===== src/rtl/ped_signal_controller_if.sv =====
`default_nettype none
// ============================================================================
//  Module   : ped_signal_controller_if
//  Brief    : Light codes, push buttons and crossing indications for the
//             pedestrian signal controller.
//  Revision : 1.0
// ============================================================================
interface ped_signal_controller_if;
    logic [1:0] NS_light;
    logic [1:0] EW_light;
    logic       ped_req_ns;
    logic       ped_req_ew;
    logic       walk_ns;
    logic       walk_ew;
    logic       flash_ns;
    logic       flash_ew;
    logic       pending_ns;
    logic       pending_ew;
    logic [3:0] countdown_ns;
    logic [3:0] countdown_ew;
    logic       fault;

    modport master (
        output NS_light, EW_light, ped_req_ns, ped_req_ew,
        input  walk_ns, walk_ew, flash_ns, flash_ew,
        input  pending_ns, pending_ew, countdown_ns, countdown_ew, fault
    );

    modport slave (
        input  NS_light, EW_light, ped_req_ns, ped_req_ew,
        output walk_ns, walk_ew, flash_ns, flash_ew,
        output pending_ns, pending_ew, countdown_ns, countdown_ew, fault
    );
endinterface
`default_nettype wire


===== src/rtl/ped_signal_controller.sv =====
`default_nettype none
// ============================================================================
//  Module   : ped_signal_controller
//  Brief    : Walk / flashing don't-walk sequencing for the NS and EW
//             crossings, driven by upstream light codes, with sticky fault.
//  Revision : 1.0
// ============================================================================
module ped_signal_controller #(
    parameter int WALK_CYCLES  = 8,
    parameter int FLASH_CYCLES = 6
) (
    input  logic                      clk,
    input  logic                      rst,
    ped_signal_controller_if.slave    bus
);

    localparam logic [1:0] c_red     = 2'b00;
    localparam logic [1:0] c_yellow  = 2'b01;
    localparam logic [1:0] c_green   = 2'b10;
    localparam logic [1:0] c_illegal = 2'b11;

    localparam logic [3:0] c_walk_load  = 4'(WALK_CYCLES);
    localparam logic [3:0] c_flash_load = 4'(FLASH_CYCLES);

    typedef enum logic [1:0] {
        S_IDLE  = 2'd0,
        S_WAIT  = 2'd1,
        S_WALK  = 2'd2,
        S_FLASH = 2'd3
    } state_t;

    logic [1:0] r_prev_ns;
    logic [1:0] r_prev_ew;
    logic       r_fault;

    logic       w_fault_cond;
    logic       w_kill;
    logic [1:0] w_light [2];
    logic [1:0] w_req;
    logic [1:0] w_gedge;
    logic [1:0] w_walk;
    logic [1:0] w_flash;
    logic [1:0] w_pend;
    logic [3:0] w_cd [2];

    assign w_fault_cond = (bus.NS_light == c_illegal) || (bus.EW_light == c_illegal) ||
                          ((bus.NS_light != c_red) && (bus.EW_light != c_red));
    // Once faulted, both crossings are held idle until reset.
    assign w_kill = w_fault_cond || r_fault;

    assign w_light[0] = bus.NS_light;
    assign w_light[1] = bus.EW_light;
    assign w_req[0]   = bus.ped_req_ns;
    assign w_req[1]   = bus.ped_req_ew;
    assign w_gedge[0] = (r_prev_ns != c_green) && (bus.NS_light == c_green);
    assign w_gedge[1] = (r_prev_ew != c_green) && (bus.EW_light == c_green);

    always_ff @(posedge clk or posedge rst) begin
        if (rst) begin
            r_prev_ns <= c_red;
            r_prev_ew <= c_red;
            r_fault   <= 1'b0;
        end else begin
            r_prev_ns <= bus.NS_light;
            r_prev_ew <= bus.EW_light;
            r_fault   <= r_fault | w_fault_cond;
        end
    end

    generate
        for (genvar i = 0; i < 2; i++) begin : g_xing
            state_t     r_state;
            logic [3:0] r_cnt;
            logic       r_pend;
            logic       r_walk;
            logic       r_flash;
            logic [3:0] r_cd;

            always_ff @(posedge clk or posedge rst) begin
                if (rst) begin
                    r_state <= S_IDLE;
                    r_cnt   <= 4'd0;
                    r_pend  <= 1'b0;
                    r_walk  <= 1'b0;
                    r_flash <= 1'b0;
                    r_cd    <= 4'd0;
                end else if (w_kill) begin
                    r_state <= S_IDLE;
                    r_cnt   <= 4'd0;
                    r_pend  <= 1'b0;
                    r_walk  <= 1'b0;
                    r_flash <= 1'b0;
                    r_cd    <= 4'd0;
                end else begin
                    case (r_state)
                        S_IDLE: begin
                            // A request coinciding with a green edge is only latched here.
                            if (w_req[i]) begin
                                r_state <= S_WAIT;
                                r_pend  <= 1'b1;
                            end
                        end
                        S_WAIT: begin
                            if (w_gedge[i]) begin
                                r_state <= S_WALK;
                                r_cnt   <= c_walk_load;
                                r_pend  <= 1'b0;
                                r_walk  <= 1'b1;
                            end
                        end
                        S_WALK: begin
                            r_pend <= r_pend | w_req[i];
                            if (w_light[i] == c_red) begin
                                r_state <= S_IDLE;
                                r_cnt   <= 4'd0;
                                r_pend  <= 1'b0;
                                r_walk  <= 1'b0;
                            end else if ((w_light[i] == c_yellow) || (r_cnt == 4'd1)) begin
                                r_state <= S_FLASH;
                                r_cnt   <= c_flash_load;
                                r_walk  <= 1'b0;
                                r_flash <= 1'b1;
                                r_cd    <= c_flash_load;
                            end else begin
                                r_cnt <= r_cnt - 4'd1;
                            end
                        end
                        S_FLASH: begin
                            if ((w_light[i] == c_red) || (r_cnt == 4'd1)) begin
                                r_cnt   <= 4'd0;
                                r_flash <= 1'b0;
                                r_cd    <= 4'd0;
                                if (r_pend || w_req[i]) begin
                                    r_state <= S_WAIT;
                                    r_pend  <= 1'b1;
                                end else begin
                                    r_state <= S_IDLE;
                                end
                            end else begin
                                r_cnt  <= r_cnt - 4'd1;
                                r_cd   <= r_cnt - 4'd1;
                                r_pend <= r_pend | w_req[i];
                            end
                        end
                        default: r_state <= S_IDLE;
                    endcase
                end
            end

            assign w_walk[i]  = r_walk;
            assign w_flash[i] = r_flash;
            assign w_pend[i]  = r_pend;
            assign w_cd[i]    = r_cd;
        end
    endgenerate

    assign bus.walk_ns      = w_walk[0];
    assign bus.walk_ew      = w_walk[1];
    assign bus.flash_ns     = w_flash[0];
    assign bus.flash_ew     = w_flash[1];
    assign bus.pending_ns   = w_pend[0];
    assign bus.pending_ew   = w_pend[1];
    assign bus.countdown_ns = w_cd[0];
    assign bus.countdown_ew = w_cd[1];
    assign bus.fault        = r_fault;

endmodule
`default_nettype wire


===== src/flat_wrapper.sv =====
// flat-port wrapper written by rule: the top's interface ports become plain ports
module ped_signal_controller_flat 
#(
    parameter int WALK_CYCLES  = 8,
    parameter int FLASH_CYCLES = 6
)
  (clk, rst, bus_NS_light, bus_EW_light, bus_ped_req_ns, bus_ped_req_ew, bus_walk_ns, bus_walk_ew, bus_flash_ns, bus_flash_ew, bus_pending_ns, bus_pending_ew, bus_countdown_ns, bus_countdown_ew, bus_fault);
  ped_signal_controller_if bus_i ();
  input  logic clk;
  input  logic rst;
  input wire logic [$bits(bus_i.NS_light)-1:0] bus_NS_light;
  input wire logic [$bits(bus_i.EW_light)-1:0] bus_EW_light;
  input wire logic [$bits(bus_i.ped_req_ns)-1:0] bus_ped_req_ns;
  input wire logic [$bits(bus_i.ped_req_ew)-1:0] bus_ped_req_ew;
  output wire logic [$bits(bus_i.walk_ns)-1:0] bus_walk_ns;
  output wire logic [$bits(bus_i.walk_ew)-1:0] bus_walk_ew;
  output wire logic [$bits(bus_i.flash_ns)-1:0] bus_flash_ns;
  output wire logic [$bits(bus_i.flash_ew)-1:0] bus_flash_ew;
  output wire logic [$bits(bus_i.pending_ns)-1:0] bus_pending_ns;
  output wire logic [$bits(bus_i.pending_ew)-1:0] bus_pending_ew;
  output wire logic [$bits(bus_i.countdown_ns)-1:0] bus_countdown_ns;
  output wire logic [$bits(bus_i.countdown_ew)-1:0] bus_countdown_ew;
  output wire logic [$bits(bus_i.fault)-1:0] bus_fault;
  assign bus_i.NS_light = bus_NS_light;
  assign bus_i.EW_light = bus_EW_light;
  assign bus_i.ped_req_ns = bus_ped_req_ns;
  assign bus_i.ped_req_ew = bus_ped_req_ew;
  assign bus_walk_ns = bus_i.walk_ns;
  assign bus_walk_ew = bus_i.walk_ew;
  assign bus_flash_ns = bus_i.flash_ns;
  assign bus_flash_ew = bus_i.flash_ew;
  assign bus_pending_ns = bus_i.pending_ns;
  assign bus_pending_ew = bus_i.pending_ew;
  assign bus_countdown_ns = bus_i.countdown_ns;
  assign bus_countdown_ew = bus_i.countdown_ew;
  assign bus_fault = bus_i.fault;
  ped_signal_controller #(.WALK_CYCLES(WALK_CYCLES), .FLASH_CYCLES(FLASH_CYCLES)) u_core (.clk(clk), .rst(rst), .bus(bus_i));
endmodule

===== config.mk =====
export PLATFORM = sky130hd
export DESIGN_NAME = ped_signal_controller_flat
export DESIGN_NICKNAME = d
export VERILOG_FILES = /design/src/rtl/ped_signal_controller_if.sv /design/src/rtl/ped_signal_controller.sv /design/src/flat_wrapper.sv
export SDC_FILE = /design/constraint.sdc
export NUM_CORES = 1
export LEC_CHECK = 0
export CORE_AREA = 5 5 61 77
export DETAILED_ROUTE_END_ITERATION = 8
export DIE_AREA = 0 0 66 82
export PLACE_DENSITY = 0.85
export SLEW_MARGIN = 20
export SYNTH_ARGS = -nofsm -noshare
export SYNTH_HDL_FRONTEND = slang
export SYNTH_SLANG_ARGS = --single-unit

===== constraint.sdc =====
create_clock -name clk -period 2.9 [get_ports clk]
set_input_delay 0.58 -clock clk [delete_from_list [all_inputs] [get_ports clk]]
set_output_delay 0.58 -clock clk [all_outputs]
set_load 0.03 [all_outputs]

==> results of run 1 <==
==> final timing paths <==
kind,startpoint,to,slack [ns],cells past startpoint
max in group asynchronous,rst,u_core.r_prev_ns[0]$_DFF_PP0_,1.92,3
min reg2reg,u_core.bus.countdown_ew[0]$_DFFE_PP0P_,u_core.bus.countdown_ew[0]$_DFFE_PP0P_,0.53,2
max reg2reg,u_core.g_xing[0].r_state[0]$_DFFE_PP0P_,u_core.bus.countdown_ns[1]$_DFFE_PP0P_,0.95,6
min,u_core.bus.countdown_ew[0]$_DFFE_PP0P_,u_core.bus.countdown_ew[0]$_DFFE_PP0P_,0.53,2
max,bus_NS_light[1],u_core.g_xing[0].r_cnt[1]$_DFFE_PP0P_,0.66,5
min in group asynchronous,rst,u_core.bus.countdown_ew[0]$_DFFE_PP0P_,0.68,3
==> where the power goes <==
group          internal, mW  leakage, nW  total (mW)  switching (mW)
registers             0.435        0.419       0.436        0.000696
clock network         0.216       0.0515       0.373           0.157
logic                0.0174        0.488      0.0457          0.0283
total                 0.669        0.959       0.855           0.186
==> cells by family (layout without fill, tap and decap cells) <==
family / after synthesis / count (layout) / synth area share (%)
flops: 31 / 31 / 37.9
simple gates: 64 / 64 / 17.7
fa+ha+maj: 12 / 12 / 7.34
xor+xnor: 3 / 3 / 1.29
mux: 4 / 4 / 2.02
buf+inv: 26 / 50 / 5.45
compound gates: 81 / 81 / 28.3
==> registers in the layout (all words and copies together) (netlist names), 2 cells and up <==
signal	cells
u_core.bus.countdown_ew	4
u_core.bus.countdown_ns	4
u_core.g_xing.r_cnt	8
u_core.g_xing.r_state	4
u_core.r_prev_ew	2
u_core.r_prev_ns	2
==> cell usage in the layout, fill, tap and decap left out, types with 2 or more instances in the layout <==
master / count
clkdlybuf4s50_1: 22
nand2_1: 6
nand3_1: 4
o32ai_1: 2
a31oi_1: 3
nand3b_1: 3
o21ai_1: 8
a221oi_4: 2
inv_1: 16
nand4_1: 4
ha_1: 12
buf_4: 3
nor2_1: 18
a221o_1: 2
o211ai_1: 3
clkbuf_8: 7
nor2b_1: 6
a211oi_1: 3
a21boi_0: 2
xor2_1: 2
dfrtp_1: 31
nor3_1: 5
or3_1: 3
o31ai_1: 5
o21ai_0: 15
a21o_1: 3
nand2b_1: 4
nor3b_1: 2
a211o_1: 2
or3b_1: 2
and2_1: 2
mux2i_1: 3
a21oi_1: 18
==> layer usage <==
| layer | routed length (µm) | part of all wire, % | global-route usage [%] | vias up |
|---|---|---|---|---|
| met4 | 76 | 1.6 | 8.13 | 0 |
| met5 | 0 | 0 | 0 | - |
| li1 | - | - | - | 852 |
| met1 | 1930 | 41 | 21.5 | 849 |
| met3 | 224 | 4.8 | 5.20 | 10 |
| met2 | 2440 | 52 | 34.0 | 67 |
==> per-stage QoR <==
stage / cell area [µm²] / hold slack (ns) / total power [mW] / utilization (%) / cells
4_1_cts: 2410 / 0.534 / 0.864 / 61.2 / 301
5_1_grt: 2410 / 0.556 / 0.895 / 61.2 / 301
2_1_floorplan: 2040 / 0.514 / 0.471 / - / 221
3_5_place_dp: 2310 / 0.515 / 0.490 / 58.7 / 293
6_report: 2410 / 0.530 / 0.855 / 61.2 / 301
3_3_place_gp: 2310 / 0.510 / 0.489 / 58.7 / 293
==> critical path, stage by stage <==
cell and delay (ns):
clkdlybuf4s50_1 0.61, a211o_1 0.38, a21oi_1 0.16, inv_1 0.31, o32ai_1 0.37
==> layout make-up <==
type | instances | area [µm²] | share of cell area [%]
Clock buffer | 8 | 100 | 4.15
Inverter | 17 | 63.8 | 2.65
Multi-Input combinational cell | 164 | 1160 | 48.0
Sequential cell | 31 | 776 | 32.2
Tap cell | 56 | 70.1 | 2.91
Timing Repair Buffer | 25 | 243 | 10.1
==> Yosys cell counts, drive strengths merged (2+ instances only) <==
| cell | n | area, µm² |
|---|---|---|
| clkbuf | 3 | 11.3 |
| nand4 | 4 | 25.0 |
| a221oi | 2 | 52.6 |
| nand3b | 3 | 22.5 |
| nand2b | 4 | 25.0 |
| o32ai | 2 | 17.5 |
| nor3 | 6 | 35.0 |
| o41ai | 2 | 25.0 |
| o21ai | 23 | 115 |
| and2 | 2 | 12.5 |
| nor2 | 19 | 73.8 |
| mux2i | 3 | 30.0 |
| a31oi | 3 | 18.8 |
| ha | 12 | 150 |
| nand3 | 4 | 20.0 |
| nor3b | 3 | 33.8 |
| dfrtp | 31 | 776 |
| a211o | 2 | 17.5 |
| a21oi | 18 | 90.1 |
| or3b | 2 | 17.5 |
| a211oi | 3 | 22.5 |
| a21boi | 2 | 15.0 |
| a21o | 3 | 22.5 |
| a221o | 2 | 20.0 |
| or3 | 4 | 30.0 |
| o31ai | 5 | 37.5 |
| nand2 | 6 | 22.5 |
| buf | 6 | 36.3 |
| xor2 | 2 | 17.5 |
| inv | 17 | 63.8 |
| o211ai | 3 | 22.5 |
| nor2b | 6 | 37.5 |
==> flow_metrics.env, run 1 <==
export IMPL_status="finished clean"
export IMPL_vias=1778
export IMPL_cts_setup_buffers=0
export IMPL_first_pass_iters=4
export IMPL_insertion_delay_ns=0.28
export IMPL_skew_ns=0.00449
export IMPL_synth_edf_count=0
export IMPL_antenna_found_initial=0
export IMPL_die_area_mm2=0.00541
export IMPL_dp_hpwl_um=3380
export IMPL_syn_inst=221
export IMPL_worstHoldPathType="reg -> reg"
export IMPL_finalHoldViolations=0
export IMPL_dp_slack_ns=0.351
export IMPL_num_rows=26
export IMPL_syn_avg_cell_area_um2=9.25
export IMPL_cp_start_kind="input port"
export IMPL_worst_pin_slew_ns=0.655
export IMPL_core_mm2=0.00394
export IMPL_p_per_area_mw_per_mm2=355
export IMPL_path_class="in -> reg"
export IMPL_grt_ovfl_total=0
export IMPL_synth_ff_type="dfrtp_1"
export IMPL_cts_buffers=5
export IMPL_gp_congestion=0.919
export IMPL_cp_required_ns=3.07
export IMPL_crit_fanout=20
export IMPL_max_freq_mhz=446
export IMPL_ir_worst_vdd_mv=0.231
export IMPL_avgViaCountPerCell=5.91
export IMPL_grt_max_degree=32
export IMPL_cts_sinks=31
export IMPL_syn_to_final_growth_pct=17.9
export IMPL_period_share_pct=77.3
export IMPL_setup_tns_final_ns=0
export IMPL_ctsRootBufferMaster="clkbuf_8"
export IMPL_syn_nets=241
export IMPL_port_buffers=22
export IMPL_nets=264
export IMPL_setup_viol=0
export IMPL_endpoint_kind="register"
export IMPL_cts_hold_fix_buffers=0
export IMPL_p_leak_nw=0.959
export IMPL_ys_seq_area_share_pct=37.9
export IMPL_grt_pass1_vias=1795
export IMPL_wl_per_cell_um=15.5
export IMPL_clk_path_buf_depth=2
export IMPL_nFillCells=335
export IMPL_io_pin_count=23
export IMPL_slew_violations=0
export IMPL_cap_violations=0
export IMPL_async_reset_ff_share_pct=100
export IMPL_dieHeight_um=82
export IMPL_htree_levels=2
export IMPL_route_detailed_drc=0
export IMPL_wirelength_um=4670
export IMPL_ys_ff_latch=31
export IMPL_fin_crit_ns=2.24
export IMPL_grt_pass1_wl_um=8050
export IMPL_synth_warnings=0
export IMPL_grtUsageTotal_pct=19.2
export IMPL_num_antenna_cells=0
export IMPL_drt_iter0_markers=116
export IMPL_dieWidth_um=66
export IMPL_drive_gt1_share_pct=8.16
export IMPL_cts_tree="built"
export IMPL_layout_setup_ws_ns=0.657
export IMPL_initial_core_util_pct=51.9
export IMPL_clkTransAtPathRegs_ns=0.07
export IMPL_syn_area_mm2=0.00204
export IMPL_synth_distinct_cells=54
export IMPL_ant_nets=0
export IMPL_cts_resized_gates=0
export IMPL_crit_arrival_ns=2.42
export IMPL_slew_headroom_pct=56.3
export IMPL_rsz0062_at_grt="no"
No activity file was read; power rests on OpenSTA's default activity.
==> inputs of run 2 (changes only) <==
- clock period: 2.9 -> 2.28 ns (I/O delays scaled with it)
==> flow_metrics.env, run 2 (same netlist as run 1, synthesis figures left out) <==
export IMPL_crit_arrival_ns=2.24
export IMPL_setup_viol=0
export IMPL_placed_cells=304
export IMPL_cts_tree="built"
export IMPL_final_cell_mix="31 x dfrtp_1, 22 x clkdlybuf4s50_1, 18 x nor2_1, 18 x a21oi_1, 16 x inv_1"
export IMPL_antenna_found_initial=0
export IMPL_port_buffers=22
export IMPL_drive_gt1_share_pct=11.7
export IMPL_avgViaCountPerCell=5.84
export IMPL_num_antenna_cells=0
export IMPL_fin_total_pwr_mw=1.04
export IMPL_finalHoldViolations=0
export IMPL_clk_path_buf_depth=2
export IMPL_layout_cells_non_filler=312
export IMPL_cp_required_ns=2.48
export IMPL_regMostFlops="u_core.g_xing.r_cnt"
export IMPL_wl_per_cell_um=15.6
export IMPL_syn_to_final_growth_pct=21.0
export IMPL_first_pass_iters=4
export IMPL_initial_core_util_pct=51.9
export IMPL_worstHoldPathType="reg -> reg"
export IMPL_cts_hold_fix_buffers=0
export IMPL_max_freq_mhz=490
export IMPL_wirelength_um=4850
export IMPL_p_leak_nw=1.00
export IMPL_ant_nets=0
export IMPL_cts_buffers=5
export IMPL_slew_headroom_pct=65.7
export IMPL_slew_violations=0
export IMPL_num_rows=26
export IMPL_cp_start_kind="input port"
export IMPL_io_pin_count=23
export IMPL_setup_tns_final_ns=0
export IMPL_grt_ovfl_total=0
export IMPL_period_share_pct=89.5
export IMPL_crit_fanout=6
export IMPL_clkTransAtPathRegs_ns=0.06
export IMPL_insertion_delay_ns=0.29
export IMPL_worst_pin_slew_ns=0.512
export IMPL_drt_iter0_markers=124
export IMPL_final_common_cell="dfrtp_1"
export IMPL_route_detailed_drc=0
export IMPL_grt_max_degree=32
export IMPL_dp_hpwl_um=3570
export IMPL_path_class="in -> reg"
export IMPL_die_area_mm2=0.00541
export IMPL_rsz0062_at_grt="no"
export IMPL_cts_sinks=31
export IMPL_ir_worst_vdd_mv=0.342
export IMPL_timing_hold_ws_ns=0.528
export IMPL_cap_violations=0
export IMPL_cts_setup_buffers=0
export IMPL_ctsRootBufferMaster="clkbuf_8"
export IMPL_grtUsageTotal_pct=20.5
export IMPL_endpoint_kind="register"
export IMPL_cts_resized_gates=0
export IMPL_largest_reg_flops=8
export IMPL_status="finished clean"
export IMPL_core_mm2=0.00394
export IMPL_p_per_area_mw_per_mm2=422
export IMPL_grt_pass1_vias=1811
export IMPL_skew_ns=0.00449
export IMPL_gp_congestion=0.912
export IMPL_dieWidth_um=66
export IMPL_vias=1821
export IMPL_grt_pass1_wl_um=8470
export IMPL_fin_crit_ns=2.04
export IMPL_dieHeight_um=82
export IMPL_htree_levels=2
export IMPL_nets=275
run 2: path summary, 6_finish.rpt:
kind | depth (start not counted) | endpoint | startpoint | slack (ns)
max in group asynchronous | 3 | u_core.bus.pending_ns$_DFFE_PP0P_ | rst | 1.44
min in group asynchronous | 3 | u_core.bus.countdown_ew[0]$_DFFE_PP0P_ | rst | 0.54
worst max register to register | 7 | u_core.g_xing[0].r_state[0]$_DFFE_PP0P_ | u_core.g_xing[0].r_state[0]$_DFFE_PP0P_ | 0.35
worst max-delay path | 6 | u_core.g_xing[1].r_state[0]$_DFFE_PP0P_ | bus_EW_light[1] | 0.24
worst min register to register | 2 | u_core.bus.countdown_ns[1]$_DFFE_PP0P_ | u_core.bus.countdown_ns[1]$_DFFE_PP0P_ | 0.53
worst min-delay path | 2 | u_core.bus.countdown_ns[1]$_DFFE_PP0P_ | u_core.bus.countdown_ns[1]$_DFFE_PP0P_ | 0.53
run 2: layout make-up:
type	instances	area (µm²)
multi-input cells	164	1160
clock inverters	1	5.00
clock buffers	7	76.3
well taps	56	70.1
inverters	17	63.8
flip-flops and latches	31	776
repair buffers	36	325
fillers	337	1460
run 2: worst max-delay path, cell delays in order:
cell             delay, ns
clkdlybuf4s50_1       0.51
buf_4                 0.21
nor2_2                0.30
nor3_2                0.12
or3_4                 0.41
a211oi_1              0.23
run 2: where the power goes:
group	switching, mW	internal, mW
sequential	0.00120	0.554
clock	0.211	0.214
combinational	0.0370	0.0276
run 2: stage by stage:
stage / util (%) / cell area (µm²) / setup slack, ns
2_1_floorplan: - / 2040 / 0.519
3_5_place_dp: 60.8 / 2390 / -0.0374
5_1_grt: 62.8 / 2470 / 0.139
4_1_cts: 62.8 / 2470 / 0.267
3_3_place_gp: 60.8 / 2390 / 0.0116
6_report: 62.8 / 2470 / 0.239
run 2: routing by layer:
layer / vias up / track usage (%) / wire, µm
met3: 23 / 4.65 / 229
li1: 886 / - / -
met4: 0 / 11.2 / 188
met5: - / 0 / 0
met2: 53 / 35.9 / 2550
met1: 859 / 23.0 / 1890
==> inputs of run 3 (changes only) <==
- CORE_AREA: 5 5 61 77 -> 5 5 67 69
- DIE_AREA: 0 0 66 82 -> 0 0 72 74
- PLACE_DENSITY: 0.85 -> 0.86
==> flow_metrics.env, run 3 (same netlist as run 1, synthesis figures left out) <==
export IMPL_worstHoldPathType="reg -> reg"
export IMPL_max_freq_mhz=506
export IMPL_drive_gt1_share_pct=12.7
export IMPL_avgViaCountPerCell=6.07
export IMPL_nFillCells=339
export IMPL_htree_levels=2
export IMPL_p_per_area_mw_per_mm2=418
export IMPL_multiInputGateArea_mm2=0.00116
export IMPL_clkTransAtPathRegs_ns=0.06
export IMPL_final_common_cell="dfrtp_1"
export IMPL_grt_pass1_vias=1808
export IMPL_largest_reg_flops=8
export IMPL_path_class="in -> reg"
export IMPL_clk_path_buf_depth=2
export IMPL_timing_hold_ws_ns=0.517
export IMPL_wl_per_cell_um=16.1
export IMPL_regMostFlops="u_core.g_xing.r_cnt"
export IMPL_slew_headroom_pct=68.4
export IMPL_dp_hpwl_um=3620
export IMPL_setup_viol=0
export IMPL_grtUsageTotal_pct=20.5
export IMPL_antenna_found_initial=0
export IMPL_regArea_um2=776
export IMPL_num_rows=23
export IMPL_grt_max_degree=32
export IMPL_cts_buffers=5
export IMPL_syn_to_final_growth_pct=21.7
export IMPL_vias=1877
export IMPL_startpoint="bus_NS_light[0]"
export IMPL_crit_arrival_ns=2.15
export IMPL_worstHoldStart="u_core.bus.countdown_ew[0]$_DFFE_PP0P_"
export IMPL_wirelength_um=4990
export IMPL_dieWidth_um=72
export IMPL_nets=278
export IMPL_endpoint_kind="register"
export IMPL_cts_hold_fix_buffers=0
export IMPL_worst_pin_slew_ns=0.472
export IMPL_insertion_delay_ns=0.29
export IMPL_ctsRootBufferMaster="clkbuf_8"
export IMPL_cts_sinks=31
export IMPL_crit_fanout=9
export IMPL_skew_ns=0.0130
export IMPL_io_pin_count=23
export IMPL_fin_crit_ns=1.98
export IMPL_status="finished clean"
export IMPL_cp_start_kind="input port"
export IMPL_port_buffers=22
export IMPL_cp_required_ns=2.46
export IMPL_period_share_pct=86.7
export IMPL_cts_tree="built"
export IMPL_route_detailed_drc=0
export IMPL_cap_violations=0
export IMPL_grt_ovfl_total=0
export IMPL_gp_congestion=0.934
export IMPL_ant_nets=0
export IMPL_rsz0062_at_grt="no"
export IMPL_cts_setup_buffers=0
export IMPL_slew_violations=0
export IMPL_p_leak_nw=1.01
export IMPL_dieHeight_um=74
export IMPL_ir_worst_vdd_mv=0.327
export IMPL_die_area_mm2=0.00533
export IMPL_final_cell_mix="31 x dfrtp_1, 22 x clkdlybuf4s50_1, 18 x nor2_1, 18 x a21oi_1, 17 x buf_4"
export IMPL_finalHoldViolations=0
export IMPL_cts_resized_gates=0
export IMPL_drt_iter0_markers=137
export IMPL_num_antenna_cells=0
export IMPL_reg2reg_from="u_core.g_xing[0].r_state[0]$_DFFE_PP0P_"
export IMPL_setup_tns_final_ns=0
export IMPL_grt_pass1_wl_um=8610
export IMPL_first_pass_iters=4
export IMPL_core_mm2=0.00386
export IMPL_initial_core_util_pct=53.0
==> run 3: cell type report <==
class	count	share of cell area, %
Inverter	17	2.56
Tap cell	50	2.51
Timing Repair Buffer	39	14.0
Sequential cell	31	31.2
Clock inverter	1	0.201
Clock buffer	7	3.07
Multi-Input combinational cell	164	46.5
==> run 3: per-stage QoR <==
step / utilization, % / setup slack [ns] / instances / power, mW / cell area (µm²)
finish: 64.5 / 0.302 / 309 / 1.04 / 2490
global route: 64.5 / 0.106 / 309 / 1.08 / 2490
CTS: 64.5 / 0.322 / 309 / 1.05 / 2490
detailed placement: 62.4 / 0.0254 / 301 / 0.629 / 2410
global placement: 62.4 / 0.0743 / 301 / 0.627 / 2410
floorplan: - / 0.519 / 221 / 0.599 / 2040
==> run 3: metal layers <==
| metal | vias up | share of wire [%] | routed length, µm | track usage (%) |
|---|---|---|---|---|
| li1 | 886 | - | - | - |
| met1 | 919 | 46 | 2300 | 27.7 |
| met2 | 66 | 47 | 2320 | 32.6 |
| met3 | 6 | 6.4 | 320 | 5.00 |
| met4 | 0 | 0.92 | 46 | 6.89 |
| met5 | - | 0 | 0 | 0 |
==> run 3: final timing paths <==
path / slack [ns] / cells after the start / endpoint
worst max-delay path: 0.30 / 6 / u_core.g_xing[0].r_state[0]$_DFFE_PP0P_
worst min-delay path: 0.52 / 2 / u_core.bus.countdown_ew[0]$_DFFE_PP0P_
worst max register to register: 0.31 / 6 / u_core.g_xing[0].r_state[0]$_DFFE_PP0P_
worst min register to register: 0.52 / 2 / u_core.bus.countdown_ew[0]$_DFFE_PP0P_
max in group asynchronous: 1.42 / 3 / u_core.bus.countdown_ns[0]$_DFFE_PP0P_
min in group asynchronous: 0.55 / 3 / u_core.bus.flash_ew$_DFFE_PP0P_
==> run 3: power breakdown <==
group / internal, mW / switching, mW
Sequential: 0.553 / 0.000666
Clock: 0.214 / 0.209
Combinational: 0.0266 / 0.0376
Total: 0.794 / 0.247
==> run 3: critical path: stages <==
cell and delay (ns):
clkdlybuf4s50_1 0.57, a211o_1 0.35, a21oi_1 0.18, inv_1 0.17, buf_4 0.19, a311oi_1 0.23
